File: config.mk
export PLATFORM = sky130hd
export DESIGN_NAME = imu_channel_integrator
export DESIGN_NICKNAME = d
export VERILOG_FILES = /design/src/rtl/imu_pkg.sv /design/src/rtl/imu_sat_accumulate.sv /design/src/rtl/imu_channel_integrator.sv
export SDC_FILE = /design/constraint.sdc
export NUM_CORES = 1
export LEC_CHECK = 0
export ABC_AREA = 1
export CAP_MARGIN = 20
export CORE_ASPECT_RATIO = 1.1
export CORE_MARGIN = 2
export CORE_UTILIZATION = 34
export CTS_CLUSTER_DIAMETER = 40
export DETAILED_ROUTE_END_ITERATION = 8
export SLEW_MARGIN = 20
export SYNTH_ARGS = -nofsm -noshare
export SYNTH_HDL_FRONTEND = slang
export SYNTH_HIERARCHICAL = 1
export SYNTH_SLANG_ARGS = --single-unit
File: constraint.sdc
create_clock -name clk -period 9.75 [get_ports clk]
set_clock_uncertainty 0.1 [all_clocks]
set_input_delay 1.4625 -clock clk [delete_from_list [all_inputs] [get_ports clk]]
set_output_delay 1.4625 -clock clk [all_outputs]
set_load 0.02 [all_outputs]
File: src/rtl/imu_pkg.sv
// Shared state type, default parameter values and accumulator saturation-limit helper
// for the IMU channel integrator.
package imu_pkg;

  typedef enum logic {
    IMU_CAL = 1'b0,
    IMU_RUN = 1'b1
  } imu_state_e;

  localparam int DEF_NUM_CH    = 3;
  localparam int DEF_SAMPLE_W  = 12;
  localparam int DEF_ACC_W     = 32;
  localparam int DEF_CAL_SHIFT = 8;
  localparam int DEF_DEADBAND  = 4;

  localparam int SAT_MAX_W = 64;

  // Positive (neg=0) or negative (neg=1) rail of a signed acc_w-bit accumulator,
  // in the low acc_w bits of the result.
  function automatic logic [SAT_MAX_W-1:0] sat_limit(input int acc_w, input logic neg);
    logic [SAT_MAX_W-1:0] lim;
    lim = (SAT_MAX_W'(1) << (acc_w - 1)) - SAT_MAX_W'(1);
    return neg ? ~lim : lim;
  endfunction

endpackage

File: src/rtl/imu_sat_accumulate.sv
// Signed saturating add of a sign-extended delta into an ACC_W accumulator value.
// Purely combinational; the caller muxes in the channel being updated.
module imu_sat_accumulate
  import imu_pkg::*;
#(
  parameter int ACC_W   = DEF_ACC_W,
  parameter int DELTA_W = DEF_SAMPLE_W + 1
) (
  input  logic signed [ACC_W-1:0]   i_acc,
  input  logic signed [DELTA_W-1:0] i_delta,
  output logic signed [ACC_W-1:0]   o_sum
);

  localparam logic signed [ACC_W-1:0] ACC_MAX = ACC_W'(sat_limit(ACC_W, 1'b0));
  localparam logic signed [ACC_W-1:0] ACC_MIN = ACC_W'(sat_limit(ACC_W, 1'b1));

  logic signed [ACC_W:0] w_wide;

  // One guard bit: overflow shows up as the top two bits disagreeing.
  assign w_wide = $signed({i_acc[ACC_W-1], i_acc}) + (ACC_W + 1)'(i_delta);

  // NOTE: every output of a combinational block gets a default first, so no path leaves it unassigned (no latch).
  always_comb begin
    o_sum = w_wide[ACC_W-1:0];
    if (w_wide[ACC_W] != w_wide[ACC_W-1]) begin
      o_sum = w_wide[ACC_W] ? ACC_MIN : ACC_MAX;
    end
  end

endmodule

File: src/rtl/imu_channel_integrator.sv
// Time-multiplexed per-channel offset calibration and saturating rate integration.
// Optional deadband on the corrected rate is enabled by defining IMU_INTEGRATOR_DEADBAND_EN.
module imu_channel_integrator
  import imu_pkg::*;
#(
  parameter int NUM_CH    = DEF_NUM_CH,
  parameter int SAMPLE_W  = DEF_SAMPLE_W,
  parameter int ACC_W     = DEF_ACC_W,
  parameter int CAL_SHIFT = DEF_CAL_SHIFT,
  parameter int DEADBAND  = DEF_DEADBAND,
  localparam int CH_W     = (NUM_CH > 1) ? $clog2(NUM_CH) : 1
) (
  input  logic                    clk,
  input  logic                    reset,
  input  logic                    sample_valid,
  input  logic [CH_W-1:0]         sample_ch,
  input  logic [SAMPLE_W-1:0]     sample_data,
  input  logic                    no_external_force,
  output logic                    cal_done,
  output logic [NUM_CH*ACC_W-1:0] angle_out,
  output logic                    angle_valid,
  output logic [CH_W-1:0]         angle_ch
);

  localparam int SUM_W = SAMPLE_W + CAL_SHIFT;
  localparam int CNT_W = CAL_SHIFT + 1;
  localparam logic [CNT_W-1:0] CNT_FULL = CNT_W'(1) << CAL_SHIFT;

  if (NUM_CH < 1 || ACC_W < SAMPLE_W + 2 || DEADBAND < 0) begin : g_bad_params
    $error("imu_channel_integrator: invalid parameter set");
  end

  imu_state_e r_state, w_state_next;

  logic                       r_nef_q;
  logic [SUM_W-1:0]           r_sum    [NUM_CH];
  logic [CNT_W-1:0]           r_cnt    [NUM_CH];
  logic [SAMPLE_W-1:0]        r_offset [NUM_CH];
  logic signed [ACC_W-1:0]    r_acc    [NUM_CH];
  logic                       r_angle_valid;
  logic [CH_W-1:0]            r_angle_ch;

  logic                       w_recal;
  logic                       w_ch_ok;
  logic                       w_accept;
  logic [CH_W-1:0]            w_ch_idx;
  logic [SUM_W-1:0]           w_sum_next [NUM_CH];
  logic [CNT_W-1:0]           w_cnt_next [NUM_CH];
  logic                       w_cal_take;
  logic                       w_all_full;
  logic                       w_cal_complete;
  logic signed [SAMPLE_W:0]   w_delta;
  logic signed [SAMPLE_W:0]   w_delta_db;
  logic signed [ACC_W-1:0]    w_acc_sum;

  // A recal edge wins over a coincident sample: the sample is simply dropped.
  assign w_recal  = no_external_force & ~r_nef_q;
  assign w_ch_ok  = (int'(sample_ch) < NUM_CH);
  assign w_accept = sample_valid & w_ch_ok & ~w_recal;
  assign w_ch_idx = w_ch_ok ? sample_ch : '0;

  always_comb begin
    w_cal_take = 1'b0;
    w_all_full = 1'b1;
    for (int c = 0; c < NUM_CH; c++) begin
      w_sum_next[c] = r_sum[c];
      w_cnt_next[c] = r_cnt[c];
      if (r_state == IMU_CAL && w_accept && w_ch_idx == CH_W'(c) && r_cnt[c] != CNT_FULL) begin
        w_sum_next[c] = r_sum[c] + SUM_W'(sample_data);
        w_cnt_next[c] = r_cnt[c] + CNT_W'(1);
        w_cal_take    = 1'b1;
      end
      if (w_cnt_next[c] != CNT_FULL) w_all_full = 1'b0;
    end
  end

  assign w_cal_complete = w_cal_take & w_all_full;

  assign w_delta = $signed({1'b0, sample_data}) - $signed({1'b0, r_offset[w_ch_idx]});

`ifdef IMU_INTEGRATOR_DEADBAND_EN
  localparam logic signed [SAMPLE_W:0] DB_POS = (SAMPLE_W + 1)'(DEADBAND);
  assign w_delta_db = (w_delta <= DB_POS && w_delta >= -DB_POS) ? '0 : w_delta;
`else
  assign w_delta_db = w_delta;
`endif

  imu_sat_accumulate #(
    .ACC_W  (ACC_W),
    .DELTA_W(SAMPLE_W + 1)
  ) u_sat_acc (
    .i_acc  (r_acc[w_ch_idx]),
    .i_delta(w_delta_db),
    .o_sum  (w_acc_sum)
  );

  always_comb begin
    w_state_next = r_state;
    case (r_state)
      IMU_CAL: if (w_cal_complete) w_state_next = IMU_RUN;
      IMU_RUN: if (w_recal)        w_state_next = IMU_CAL;
      default:                     w_state_next = IMU_CAL;
    endcase
  end

  // NOTE: sequential state uses non-blocking assignments so every register samples pre-edge values.
  always_ff @(posedge clk or posedge reset) begin
    if (reset) r_state <= IMU_CAL;
    else       r_state <= w_state_next;
  end

  // NOTE: these register arrays are reset on purpose: offsets, counts and angles must read 0 after reset.
  always_ff @(posedge clk or posedge reset) begin
    if (reset) begin
      r_nef_q       <= 1'b0;
      r_angle_valid <= 1'b0;
      r_angle_ch    <= '0;
      for (int c = 0; c < NUM_CH; c++) begin
        r_sum[c]    <= '0;
        r_cnt[c]    <= '0;
        r_offset[c] <= '0;
        r_acc[c]    <= '0;
      end
    end else begin
      r_nef_q       <= no_external_force;
      r_angle_valid <= 1'b0;
      if (w_recal) begin
        for (int c = 0; c < NUM_CH; c++) begin
          r_sum[c] <= '0;
          r_cnt[c] <= '0;
        end
      end else if (r_state == IMU_CAL) begin
        for (int c = 0; c < NUM_CH; c++) begin
          r_sum[c] <= w_sum_next[c];
          r_cnt[c] <= w_cnt_next[c];
          if (w_cal_complete) begin
            r_offset[c] <= SAMPLE_W'(w_sum_next[c] >> CAL_SHIFT);
            r_acc[c]    <= '0;
          end
        end
      end else if (w_accept) begin
        r_acc[w_ch_idx] <= w_acc_sum;
        r_angle_valid   <= 1'b1;
        r_angle_ch      <= sample_ch;
      end
    end
  end

  for (genvar c = 0; c < NUM_CH; c++) begin : g_pack
    assign angle_out[c*ACC_W +: ACC_W] = r_acc[c];
  end

  assign cal_done    = (r_state == IMU_RUN);
  assign angle_valid = r_angle_valid;
  assign angle_ch    = r_angle_ch;

endmodule
**After elaboration in Yosys (flattened, before gate mapping)**

Cells that the tools add are included.

- Shift-type cells: 0
- Reduce and logical (&&, ||, !) cells: 19
- Multiply operators: 0
- Equality and inequality tests: 11
- Div/mod/pow operators: 0
- Add/subtract/negate cells: 8
- Mux-type cells: 37
- $lt $le $gt $ge: 3
- Bitwise gates (word level): 8

Operator list:

| operator | count |
|---|---|
| $mux 32 | 6 |
| $mux 96 | 2 |
| $mux 60 | 2 |
| $bwmux 96 | 1 |
| $bmux 32 s2 | 1 |
| $demux 32 s2 | 1 |
| $add 20x12->20 | 3 |
| $mux 20 | 3 |
| $mux 27 | 2 |
| $ne 9x9->1 const B | 6 |
| $add 32x13->33 | 1 |
| $add 9x1->9 const B | 3 |
| $mux 9 | 3 |
| $bmux 12 s2 | 1 |
| $mux 12 | 2 |
| $sub 12x12->13 | 1 |
| $mux 1 | 11 |
| $reduce_and 3->1 | 3 |
| $logic_and 1x1->1 | 8 |
| $reduce_bool 2->1 | 4 |
| $reduce_and 2->1 | 3 |
| $and 1x1->1 | 4 |
| $ne 2x1->1 const B | 2 |
| $ge 3x3->1 const B | 1 |
| other kinds (10) | 12 |

- Output and inout bits: 100
- Memories kept: 0
- Bits of input ports: 18
- Memory bits (writable): 0
- Logic and storage cells: 105
- Flip-flop bits (word level): 224
- ROM bits: 0
- Bits in latches: 0

**Logic depth before layout (Yosys ltp)**

Gate-level depths: netlist (run 1).

- Word-level depth: 15
- Depth in mapped cells: 34

**Cells and area by module**

Netlist (run 1), hierarchy kept.

By module, submodules not included:

| module | area each (µm²) | cells an instance | times used |
|---|---|---|---|
| imu_channel_integrator | 12818.5 | 1710 | 1 |
| imu_sat_accumulate | 2562.5 | 489 | 1 |

**Worst setup path before layout (run 1)**

OpenSTA, ideal clock, no wires.

- Kind: input port to flip-flop
- From: input port sample_ch[1]
- To: register r_acc (netlist bit angle_out[50])
- Arrival: 6.362 ns
- Stages: 31
- Setup slack: 3.170 ns
- Cell sequence: inv_1 -> ha_1 -> buf_2 -> clkbuf_1 -> nor2_1 -> clkbuf_1 -> nand2_1 -> o21ai_0 -> ha_1 -> fa_1 -> nand3b_1 -> and2_1 -> nor3_1 -> nor2_1 -> o21ai_0 -> a21o_1 -> a21oi_1 -> ha_1 -> nand2_1 -> inv_1 -> a21oi_1 -> nand2_1 -> a21oi_2 -> nand3_1 -> nand2_4 -> nand3_4 -> buf_6 -> nand2_1 -> nand2_1 -> nand2_1 -> nand2_1

RTL lines:

| element | RTL line | source |
|---|---|---|
| from (decl) | imu_channel_integrator.sv:16 | `input logic [CH_W-1:0] sample_ch,` |
| $lt 2x2->1 | imu_channel_integrator.sv:58 | `assign w_ch_ok = (int'(sample_ch) < NUM_CH);` |
| $mux 2 * | imu_channel_integrator.sv:60 | `assign w_ch_idx = w_ch_ok ? sample_ch : '0;` |
| $not 2->3 (implied by the code) * | imu_channel_integrator.sv:79 | `assign w_delta = $signed({1'b0, sample_data}) - $signed({1'b0, r_offset[w_ch_idx]});` |
| $bmux 12 s2 * | imu_channel_integrator.sv:79 |  |
| $mux 12 (implied by the code) * (2 in series) | imu_channel_integrator.sv:79 |  |
| $sub 12x12->13 * | imu_channel_integrator.sv:79 |  |
| named net w_delta[12] | imu_channel_integrator.sv:52 | `logic signed [SAMPLE_W:0] w_delta;` |
| $add 32x13->33 * | imu_sat_accumulate.sv:20 | `assign w_wide = $signed({i_acc[ACC_W-1], i_acc}) + (ACC_W + 1)'(i_delta);` |
| $mux 32 or $ne 1x1->1 (tied branches) | imu_sat_accumulate.sv:26, imu_sat_accumulate.sv:25 |  |
| $mux 32 * | imu_sat_accumulate.sv:25 | `if (w_wide[ACC_W] != w_wide[ACC_W-1]) begin` |
| named net w_acc_sum[18] | imu_channel_integrator.sv:54 | `logic signed [ACC_W-1:0] w_acc_sum;` |
| $bwmux 96 * | imu_channel_integrator.sv:142 | `r_acc[w_ch_idx] <= w_acc_sum;` |
| $mux 96 * | imu_channel_integrator.sv:141 | `end else if (w_accept) begin` |
| $mux 96 * | imu_channel_integrator.sv:132 | `end else if (r_state == IMU_CAL) begin` |
| to (signal, indexed assignment) | imu_channel_integrator.sv:142 |  |
| to (decl) | imu_channel_integrator.sv:39 | `logic signed [ACC_W-1:0] r_acc [NUM_CH];` |

The timed path passes the listed nets; every way through them passes the cells marked *. The select of a mux whose other input is x is not followed.
A chain may end at the register's enable or synchronous reset.

**Worst setup path after layout (run 1)**

- From: input port sample_ch[1]
- To: register r_acc (netlist bit angle_out[24])

Same word-level chain as after synthesis.

==> results of run 1 <==
==> cells by family (layout without fill, tap and decap cells) <==
group / after synthesis / in the layout / synth area share
XOR/XNOR: 63 / 63 / 0.0359
adder cells (fa/ha/maj): 94 / 94 / 0.0789
buffers and inverters: 254 / 385 / 0.0691
AO/OA/AOI/OAI: 328 / 328 / 0.119
multiplexers: 1 / 1 / 0.000651
flip-flops: 224 / 224 / 0.364
other: 0 / 1 / 0
AND/OR/NAND/NOR: 1235 / 1235 / 0.332
==> placed cells by master, fill, tap and decap left out, types with 4 or more instances in the layout <==
master and n:
and2_1 8, nand3b_1 16, o21ai_2 13, fa_1 5, nand3_1 95, bufinv_16 4
nand2_1 832, o21bai_1 8, o21ai_0 149, clkdlybuf4s50_1 117, inv_1 175, nand2_2 20
a2bb2oi_1 8, a21o_1 8, o31ai_1 6, nor2_1 207, clkinv_4 5, or2_2 5
nand2_4 5, ha_1 88, buf_4 11, nand4_1 18, inv_2 5, nor3_1 12
nor2_4 5, inv_6 11, a21oi_1 99, o21ai_1 16, inv_8 6, dfrtp_1 224
clkbuf_16 41, xnor2_1 14, o211ai_1 4, xor2_1 49
==> critical path: stages <==
cell and delay, ns:
clkdlybuf4s50_1 0.46, inv_1 0.10, ha_2 0.52, inv_2 0.23, or2_2 0.32, a32oi_1 0.25, inv_1 0.09, fa_1 0.43
nand3b_1 0.16, and2_1 0.19, nor3_1 0.15, nor2_1 0.09, o21ai_0 0.31, a21o_1 0.21, a21oi_4 0.19, ha_1 0.40
a21oi_1 0.33, nand2_1 0.10, nand2_1 0.06, nand2_1 0.07, a21oi_2 0.22, nand2_2 0.08, nand2_2 0.11, nand2_4 0.09
nand2_4 0.34, nand2_1 0.19, nand2_1 0.10, nand2_1 0.06
==> power breakdown <==
part           leakage, nW  switching [mW]  internal, mW
sequential            3.09          0.0207         0.960
combinational         5.86           0.433         0.209
clock                0.687           0.551         0.917
==> cell type report <==
type / instances / area (µm²) / area share
Clock inverter: 29 / 342 / 0.0185
Inverter: 182 / 693 / 0.0376
Multi-Input combinational cell: 1721 / 8730 / 0.474
Sequential cell: 224 / 5610 / 0.304
Antenna cell: 1 / 2.50 / 0.000136
Tap cell: 581 / 727 / 0.0394
Timing Repair Buffer: 129 / 1260 / 0.0686
Clock buffer: 45 / 1060 / 0.0576
==> per-layer routing <==
layer / GRT usage / share of wire / up-vias
met4: 0.0634 / 0.027 / 0
met3: 0.0232 / 0.033 / 71
li1: - / - / 7275
met5: 0 / 0 / -
met2: 0.353 / 0.50 / 273
met1: 0.254 / 0.44 / 6800
==> state kept, by name (all words and copies together) (netlist names) <==
signal / cells
cal_done: 1
r_cnt: 27
angle_valid: 1
r_nef_q: 1
angle_ch: 2
angle_out: 96
r_sum: 60
r_offset: 36
==> worst max-delay path by stage <==
| stage | start | to | slack (ns) | cells after the start |
|---|---|---|---|---|
| global placement | sample_ch[1] | angle_out[65] | 1.97 | 26 |
| finish | sample_ch[1] | angle_out[24] | 2.68 | 28 |
| CTS | sample_ch[0] | angle_out[3] | 2.34 | 29 |
| detailed placement | sample_ch[0] | angle_out[1] | 1.76 | 29 |
| floorplan | reset | angle_ch[0] | 2.05 | 1 |
| global route | sample_ch[0] | angle_out[35] | 2.21 | 28 |
==> summary.txt, run 1 <==
Timing
  – Slew Limit Headroom: 0.359
  – Final slew viol count: 0
  – TNS Setup: 0 ns
  – Setup violations, final: 0
  – RSZ-0062 raised after global routing: no
  – Hold Fails Final Rpt: 0
  – Worst Tran Pin Value: 0.961 ns
  – Final Cycle Share: 0.725
  – Max Freq: 141 MHz
  – Worst hold slack: 0.385 ns
  – Final WS setup: 2.68 ns
  – Min cycle time layout: 7.07 ns

Layout
  – Syn-to-layout area delta: 19.8%
  – Nets: 2410
  – Final std cells w/o fill: 2912
  – Share of cells above drive strength 1: 0.0665
  – Finished Cell Area: 18400 µm²
  – # fillers: 4622
  – Final Util: 0.413

Critical path
  – Reg2Reg Setup Slack: 4.56 ns
  – Crit path launch type: input pin
  – Worst path required time: 10.07 ns
  – Arr. time, crit path: 7.39 ns
  – Worst-path maximum fanout: 31
  – Reg2reg start: r_offset[13]
  – Reg-to-Reg End: angle_out[24]
  – CP endpoint kind: flop
  – R2R cell count: 24
  – Setup CP Type: in -> reg

Worst hold path
  – WHS Path Cells: 2
  – HP Start: r_offset[18]
  – HP Class: reg -> reg
  – Worst min-delay path endpoint: r_offset[18]

Synth
  – Ys flop type: dfrtp_1
  – Yosys reg bits: 224
  – Yosys cell types: 52
  – Most common cell in the netlist: nand2_1
  – Ys async rst share: 1.00
  – Post-synthesis sequential area ratio: 0.364
  – Post-synthesis cell count: 2199
  – Yosys top cell by area: dfrtp_1
  – Synth warn: 6
  – Mean Syn Cell Area: 6.99 µm²
  – Synth area leaders: dfrtp_1, nand2_1, ha_1
  – Post-synthesis net count: 2311
  – Area share of the largest cell type after synthesis: 0.364
  – Synthesized area: 15400 µm²
  – Top post-synthesis cells by count: nand2_1, dfrtp_1, nor2_1, inv_1, o21ai_0
  – Post-synth EDFFs: 0

Pwr
  – Leak: 9.64 nW
  – Pwr Density: 168 nW/µm²
  – Power, Total: 3.09 mW
  – Maximum vdd ir drop: 0.109 mV

Job
  – Max cap viols: 0

Clocking
  – CTS Buffer Depth: 3
  – Clk sink count: 224
  – Post-CTS Hold Fix Bufs: 0
  – TritonCTS clock tree: done
  – Skew-Pair Late Insertion Delay: 0.54 ns
  – CTS resizes: 0
  – Clk slew on worst S/H paths: 0.05 ns
  – H-tree Lvls: 2
  – Root Buffer Master: clkbuf_16
  – CTS Buf Count: 40
  – Postcts setup bufs: 0

Floorplanning
  – I/O pin count: 118
  – Die height: 227 µm
  – Die area: 47000 µm²
  – Die X: 207 µm
  – Placeable Area: 44600 µm²
  – Standard-cell rows: 81
  – Initial Util: 0.345

Placement
  – Placed cells: 2837
  – Dpl ws: 1.76 ns
  – GPL Wtd Cong: 0.895
  – Placed cell area: 17000 µm²
  – I/O Buffers: 117
  – DP HPWL: 33.0 mm

Global routing
  – Vias in the first global route: 14200
  – GR Util All Layers: 0.200
  – Global route total overflow: 0
  – Initial antenna violation count: 0
  – Largest net degree at the start of global routing: 84
  – First-pass GRT wire length: 74.9 mm

Routing
  – Via-to-Cell Ratio: 4.95
  – Routed length per placed instance: 15.8 µm
  – First-pass DRT Iterations: 5
  – DR iter-0 viols: 979
  – Via count: 14400
  – WL final: 46.1 mm
  – Final ANT Viol Nets: 0
  – DRC: 0

Run status
  – Status: finished, final reports clean
Note: power is estimated with default switching activity, not from simulation.
==> run 2, diff against run 1 <==
==> constraint.sdc (replaced) <==
create_clock -name clk -period 7.1 [get_ports clk]
set_clock_uncertainty 0.1 [all_clocks]
set_input_delay 1.065 -clock clk [delete_from_list [all_inputs] [get_ports clk]]
set_output_delay 1.065 -clock clk [all_outputs]
set_load 0.02 [all_outputs]
==> run 2 against run 1 <==
Effect of this change:
- non-clock buffer count increased by 8
- power increased by 34%
- critical endpoint is now angle_out[33]
- global-route usage about the same
- hold slack got worse by 0.0036 ns
- cell count increased by 0.14%
- clock power increased by 29%
- largest cell class unchanged
- register-to-register slack got worse by 2.7 ns
- utilization decreased by 0.067 points
- clock-buffer cell count increased by 2
- critical path type unchanged
==> summary.txt, run 2 (same netlist as run 1, synthesis figures left out) <==
Timing
  – Setup violations, final: 0 (unchanged)
  – Worst Tran Pin Value: 1.00 ns (+0.0418 ns)
  – Slew Limit Headroom: 0.331 (-0.0279)
  – Final slew viol count: 0 (unchanged)
  – Final Cycle Share: 0.892
  – RSZ-0062 raised after global routing: no
  – Hold Fails Final Rpt: 0 (unchanged)
  – TNS Setup: 0 ns (unchanged)
  – Max Freq: 158 MHz
  – Min cycle time layout: 6.33 ns

Layout
  – # fillers: 4608 (-0.30%)
  – Number of flip-flops in the largest register: 96 (unchanged)
  – Most frequent cells in the layout: nand2_1, dfrtp_1, nor2_1, inv_1, o21ai_0
  – Antenna fix cells: 0 (-1)
  – Final std cells w/o fill: 2916 (+0.14%)
  – Nets: 2417 (+0.29%)
  – Syn-to-layout area delta: 19.6%
  – Commonest non-fill, non-tap cell in the layout: nand2_1
  – Share of cells above drive strength 1: 0.0690 (+0.00243)

Clocking
  – Post-CTS Hold Fix Bufs: 0 (unchanged)
  – TritonCTS clock tree: done
  – Postcts setup bufs: 0 (unchanged)
  – CTS Buffer Depth: 3 (unchanged)
  – CTS resizes: 0 (unchanged)
  – CTS Buf Count: 39 (-2.5%)
  – Clk slew on worst S/H paths: 0.05 ns (about the same)
  – Clk sink count: 224 (unchanged)
  – Root Buffer Master: clkbuf_16
  – H-tree Lvls: 2 (unchanged)
  – Skew-Pair Late Insertion Delay: 0.55 ns (about the same)

Critical path
  – Crit path launch: sample_ch[0]
  – Worst path required time: 7.41 ns (-2.66 ns)
  – Slowest cell on the critical path: clkdlybuf4s50_1
  – Max incr delay on CP: 0.52 ns (about the same)
  – CP endpoint kind: flop
  – Reg2reg start: r_offset[25]
  – Setup CP Type: in -> reg
  – CP most frequent cell: nand2_1
  – Worst-path maximum fanout: 31 (unchanged)
  – Crit path launch type: input pin
  – Arr. time, crit path: 6.64 ns (-0.75 ns)
  – Reg2Reg Setup Slack: 1.89 ns (-2.67 ns)

Worst hold path
  – HP Class: reg -> reg
  – HP Start: r_offset[20]

Global routing
  – GR Util All Layers: 0.200 (about the same)
  – Initial antenna violation count: 0 (unchanged)
  – First-pass GRT wire length: 74.4 mm (-0.66%)
  – Global route total overflow: 0 (unchanged)
  – Vias in the first global route: 14100 (-0.42%)
  – Largest net degree at the start of global routing: 154 (+83%)

Job
  – Max cap viols: 0 (unchanged)

Pwr
  – Leak: 9.63 nW (about the same)
  – Power, Total: 4.14 mW (+34%)
  – Maximum vdd ir drop: 0.125 mV (+15%)
  – Pwr Density: 225 nW/µm² (+34%)

Routing
  – DR iter-0 viols: 1021 (+4.3%)
  – Via count: 14500 (+0.31%)
  – Final ANT Viol Nets: 0 (unchanged)
  – DRC: 0 (unchanged)
  – WL final: 46.5 mm (+0.88%)
  – Via-to-Cell Ratio: 4.96 (+0.17%)
  – Routed length per placed instance: 16.0 µm (+0.74%)
  – First-pass DRT Iterations: 5 (unchanged)

Floorplanning
  – Standard-cell rows: 81 (unchanged)
  – Die height: 227 µm (unchanged)
  – Die X: 207 µm (unchanged)
  – Placeable Area: 44600 µm² (unchanged)
  – Die area: 47000 µm² (unchanged)
  – Initial Util: 0.345 (unchanged)
  – I/O pin count: 118 (unchanged)

Placement
  – I/O Buffers: 117 (unchanged)
  – GPL Wtd Cong: 0.947 (+5.8%)
  – Placed cells: 2845 (+0.28%)
  – DP HPWL: 32.9 mm (-0.36%)

Run status
  – Status: finished, final reports clean
-- run 2: cell types whose count changed in the layout (fill, tap and decap cells not counted), sizes merged --
| cell | change |
|---|---|
| buf | +8 |
| clkinvlp | +2 |
| clkbuf | +2 |
| bufinv | -1 |
| clkinv | +2 |
| inv | -8 |
| diode | -1 |
-- run 2: stage by stage --
step                      hold slack, ns  setup WS, ns  area (µm²)   util
final                              0.381         0.767       18400  0.413
after CTS                          0.383         0.817       18400  0.413
after global placement             0.366         0.365       17100  0.383
after floorplan                    0.344         0.918       15400      -
after global routing               0.394         0.247       18400  0.413
after detailed placement           0.368         0.235       17100  0.383
-- run 2: worst max-delay path: cells and delay by family --
family	cells	cell delay (ns)
AND/OR/NAND/NOR	13	1.80
AO/OA/AOI/OAI	7	1.45
buffers and inverters	6	1.26
adder cells (fa/ha/maj)	3	1.05
-- run 2: cell type report --
| class | count | area, µm² | share of cell area |
|---|---|---|---|
| Clock buffer | 47 | 1070 | 0.0579 |
| Tap cell | 581 | 727 | 0.0395 |
| Multi-Input combinational cell | 1721 | 8730 | 0.474 |
| Timing Repair Buffer | 137 | 1330 | 0.0725 |
| Sequential cell | 224 | 5610 | 0.305 |
| Clock inverter | 24 | 251 | 0.0137 |
| Inverter | 182 | 689 | 0.0375 |
-- run 2: final timing paths --
path                            endpoint  cells past startpoint
setup / recovery           angle_out[33]                     29
hold / removal              r_offset[20]                      2
setup reg to reg           angle_out[33]                     25
hold reg to reg             r_offset[20]                      2
max in group asynchronous      r_cnt[23]                      3
min in group asynchronous  angle_out[38]                      2
-- run 2: per-layer routing --
layer / vias up / GRT usage / part of all wire
met5: - / 0 / 0
met4: 0 / 0.0670 / 0.028
met3: 76 / 0.0222 / 0.042
met2: 326 / 0.348 / 0.49
met1: 6795 / 0.258 / 0.45
li1: 7266 / - / -
-- run 2: power by group --
| part | internal [mW] | switching [mW] |
|---|---|---|
| combinational | 0.290 | 0.597 |
| clock | 1.19 | 0.709 |
| sequential | 1.32 | 0.0285 |
| total | 2.80 | 1.33 |
==> run 3, diff against run 2 <==
--- a/config.mk
+++ b/config.mk
@@ -5,7 +5,6 @@
 export SDC_FILE = /design/constraint.sdc
 export NUM_CORES = 1
 export LEC_CHECK = 0
-export ABC_AREA = 1
 export CAP_MARGIN = 20
 export CORE_ASPECT_RATIO = 1.1
 export CORE_MARGIN = 2
==> run 3 against run 2 <==
Effect of this change:
- global-route usage shrank 0.88 points
- clock-buffer cell count shrank 4
- sequential share of layout area grew 1.5 points
- critical path type unchanged
- critical endpoint is now angle_out[30]
- largest cell class unchanged
==> summary.txt, run 3 <==
Run status
  – Status: finished, final reports clean

Clocking
  – Skew-Pair Late Insertion Delay: 0.53 ns (-0.02 ns)
  – CTS Buffer Depth: 3 (unchanged)
  – Post-CTS Hold Fix Bufs: 0 (unchanged)
  – H-tree Lvls: 2 (unchanged)
  – CTS Buf Count: 35 (-10%)
  – Clk slew on worst S/H paths: 0.06 ns (about the same)
  – Clk sink count: 224 (unchanged)
  – TritonCTS clock tree: done
  – Root Buffer Master: clkbuf_16

Pwr
  – Maximum vdd ir drop: 0.125 mV (-0.19%)
  – Leak: 7.50 nW (-22%)
  – Pwr Density: 221 nW/µm² (-1.8%)
  – Power, Total: 3.87 mW (-6.4%)

Routing
  – First-pass DRT Iterations: 6 (+1)
  – Via-to-Cell Ratio: 5.48 (+10%)
  – Via count: 12300 (-15%)
  – Met2 wire len: 20.5 mm (-9.0%)
  – WL final: 41.9 mm (-9.9%)
  – WL met3: 2.03 mm (+4.3%)
  – Met1 WL: 18.2 mm (-12%)
  – Routed length per placed instance: 18.6 µm (+17%)
  – DR iter-0 viols: 820 (-20%)
  – DRC: 0 (unchanged)
  – Final ANT Viol Nets: 0 (unchanged)
  – Uppermost layer routed: met4

Placement
  – Placed cell area: 16300 µm² (-4.9%)
  – GPL Wtd Cong: 0.914 (-3.4%)
  – Dpl ws: -0.324 ns (-0.559 ns)
  – I/O Buffers: 117 (unchanged)
  – Placed cells: 2181 (-23%)
  – DP HPWL: 29.7 mm (-9.7%)

Floorplanning
  – I/O pin count: 118 (unchanged)
  – Standard-cell rows: 78 (-3.7%)
  – Die X: 199 µm (-3.6%)
  – Die height: 219 µm (-3.6%)
  – Initial Util: 0.345 (about the same)
  – Placeable Area: 41400 µm² (-7.2%)
  – Die area: 43600 µm² (-7.1%)

Synth
  – Complex-gate fraction of the synthesized area: 0.217 (+0.0978)
  – Synth warn: 6 (unchanged)
  – Synthesized area: 14300 µm² (-7.2%)
  – Yosys top cell by area: dfrtp_1
  – Area share of the largest cell type after synthesis: 0.393 (+0.0283)
  – Simple-gate share of the synthesized area: 0.149 (-0.183)
  – Yosys cell types: 82 (+58%)
  – Xor/xnor share of the synthesized area: 0.0706 (+0.0347)
  – Post-synthesis cell count: 1540 (-30%)
  – Mux cell area share after synthesis: 0.0395 (+0.0389)
  – Ys async rst share: 1.00 (unchanged)
  – Largest family of logic cells by synthesized area: compound AO/OA/AOI/OAI gates
  – Post-synth EDFFs: 0 (unchanged)
  – Yosys reg bits: 224 (unchanged)
  – Post-synthesis net count: 1652 (-29%)
  – Most common cell in the netlist: dfrtp_1
  – Top post-synthesis cells by count: dfrtp_1, nand2_1, o21ai_0, nor2_1, a21oi_1
  – Ys flop type: dfrtp_1
  – Post-synthesis sequential area ratio: 0.393 (+0.0283)
  – Post-Synth Adder-Cell Area: 0.0882 (+0.00929)
  – Mean Syn Cell Area: 9.27 µm² (+32%)
  – Synth area leaders: dfrtp_1, ha_1, a32o_1

Job
  – Max cap viols: 0 (unchanged)

Critical path
  – Crit path launch type: input pin
  – CP endpoint kind: flop
  – Arr. time, crit path: 6.98 ns (+0.34 ns)
  – Max incr delay on CP: 0.52 ns (about the same)
  – Worst-path maximum fanout: 9 (-71%)
  – CP delay by family, top: compound AO/OA/AOI/OAI gates
  – Setup CP Type: in -> reg
  – Worst path required time: 7.44 ns (+0.03 ns)
  – CP most frequent cell: o21ai_0
  – Slowest cell on the critical path: o31ai_4
  – Reg2Reg Setup Slack: 1.49 ns (-0.40 ns)
  – Buf/Inv on CP: 4 (-2)

Timing
  – Final Cycle Share: 0.936 (+0.0442)
  – Final slew viol count: 0 (unchanged)
  – Hold Fails Final Rpt: 0 (unchanged)
  – Worst hold slack: 0.376 ns (-0.00585 ns)
  – Final WS setup: 0.454 ns (-0.314 ns)
  – Slew Limit Headroom: 0.331 (-0.000412)
  – Setup violations, final: 0 (unchanged)
  – Min cycle time layout: 6.65 ns (+0.314 ns)
  – Worst Tran Pin Value: 0.995 ns (-0.00855 ns)
  – RSZ-0062 raised after global routing: no
  – Max Freq: 150 MHz (-4.7%)
  – TNS Setup: 0 ns (unchanged)

Worst hold path
  – HP Class: reg -> reg

Layout
  – Final Util: 0.424 (+0.0109)
  – Number of flip-flops in the largest register: 96 (unchanged)
  – Most frequent cells in the layout: dfrtp_1, nand2_1, o21ai_0, clkdlybuf4s50_1, nor2_1
  – Share of cells above drive strength 1: 0.0930 (+0.0240)
  – Commonest non-fill, non-tap cell in the layout: dfrtp_1
  – Final std cells w/o fill: 2249 (-23%)
  – Syn-to-layout area delta: 22.8%
  – Finished Cell Area: 17500 µm² (-4.8%)
  – Antenna fix cells: 0 (unchanged)
  – Nets: 1774 (-27%)
  – # fillers: 4046 (-12%)

Global routing
  – Global route total overflow: 0 (unchanged)
  – First-pass GRT wire length: 66.2 mm (-11%)
  – Vias in the first global route: 12200 (-13%)
  – GR Util All Layers: 0.191 (-0.00882)
  – Initial antenna violation count: 0 (unchanged)
  – Largest net degree at the start of global routing: 124 (-19%)
-- run 3: logic make-up (layout without fill, tap and decap cells) --
group                      Yosys count  count (layout)
and+or+nand+nor                    454             454
AOI/OAI and AO/OA                  451             452
DFF                                224             224
buffers and inverters              142             290
xor gates and xnor gates           115             115
adders and majority gates           98              98
muxes                               56              56
-- run 3: cell type report --
cell class,instances,area (µm²),share of cell area
Multi-Input combinational cell,1175,8150,0.465
Inverter,52,199,0.0114
Clock inverter,21,256,0.0146
Clock buffer,43,967,0.0552
Tap cell,560,701,0.0400
Timing Repair Buffer,174,1650,0.0941
Sequential cell,224,5610,0.320
-- run 3: repair_timing --
action                                  CTS  global route
buffers inserted                          0             3
gates resized for setup                   0             2
endpoints found under the setup margin    0            39
-- run 3: worst register-to-register path: cells and delay by family (launching register included) --
family                   cells  cell delay [ns]
AO/OA/AOI/OAI               17             3.76
multiplexers                 1             0.08
flip-flops                   1             0.37
buffers and inverters        2             0.22
adder cells (fa/ha/maj)      3             0.83
XOR/XNOR                     1             0.15
-- run 3: routing by layer --
layer | vias up | track usage
li1 | 5854 | -
met1 | 6077 | 0.241
met2 | 322 | 0.329
met3 | 69 | 0.0350
met4 | 0 | 0.0625
met5 | - | 0
-- run 3: final timing paths --
kind / startpoint / endpoint / depth (start not counted)
setup / recovery: sample_ch[1] / angle_out[30] / 27
hold / removal: r_offset[34] / r_offset[34] / 2
setup reg to reg: r_offset[12] / angle_out[30] / 24
hold reg to reg: r_offset[34] / r_offset[34] / 2
max in group asynchronous: reset / angle_out[11] / 3
min in group asynchronous: reset / angle_valid / 2
-- run 3: where the power goes --
group / internal [mW] / switching, mW
Sequential: 1.32 / 0.0274
Combinational: 0.286 / 0.453
Clock: 1.13 / 0.657
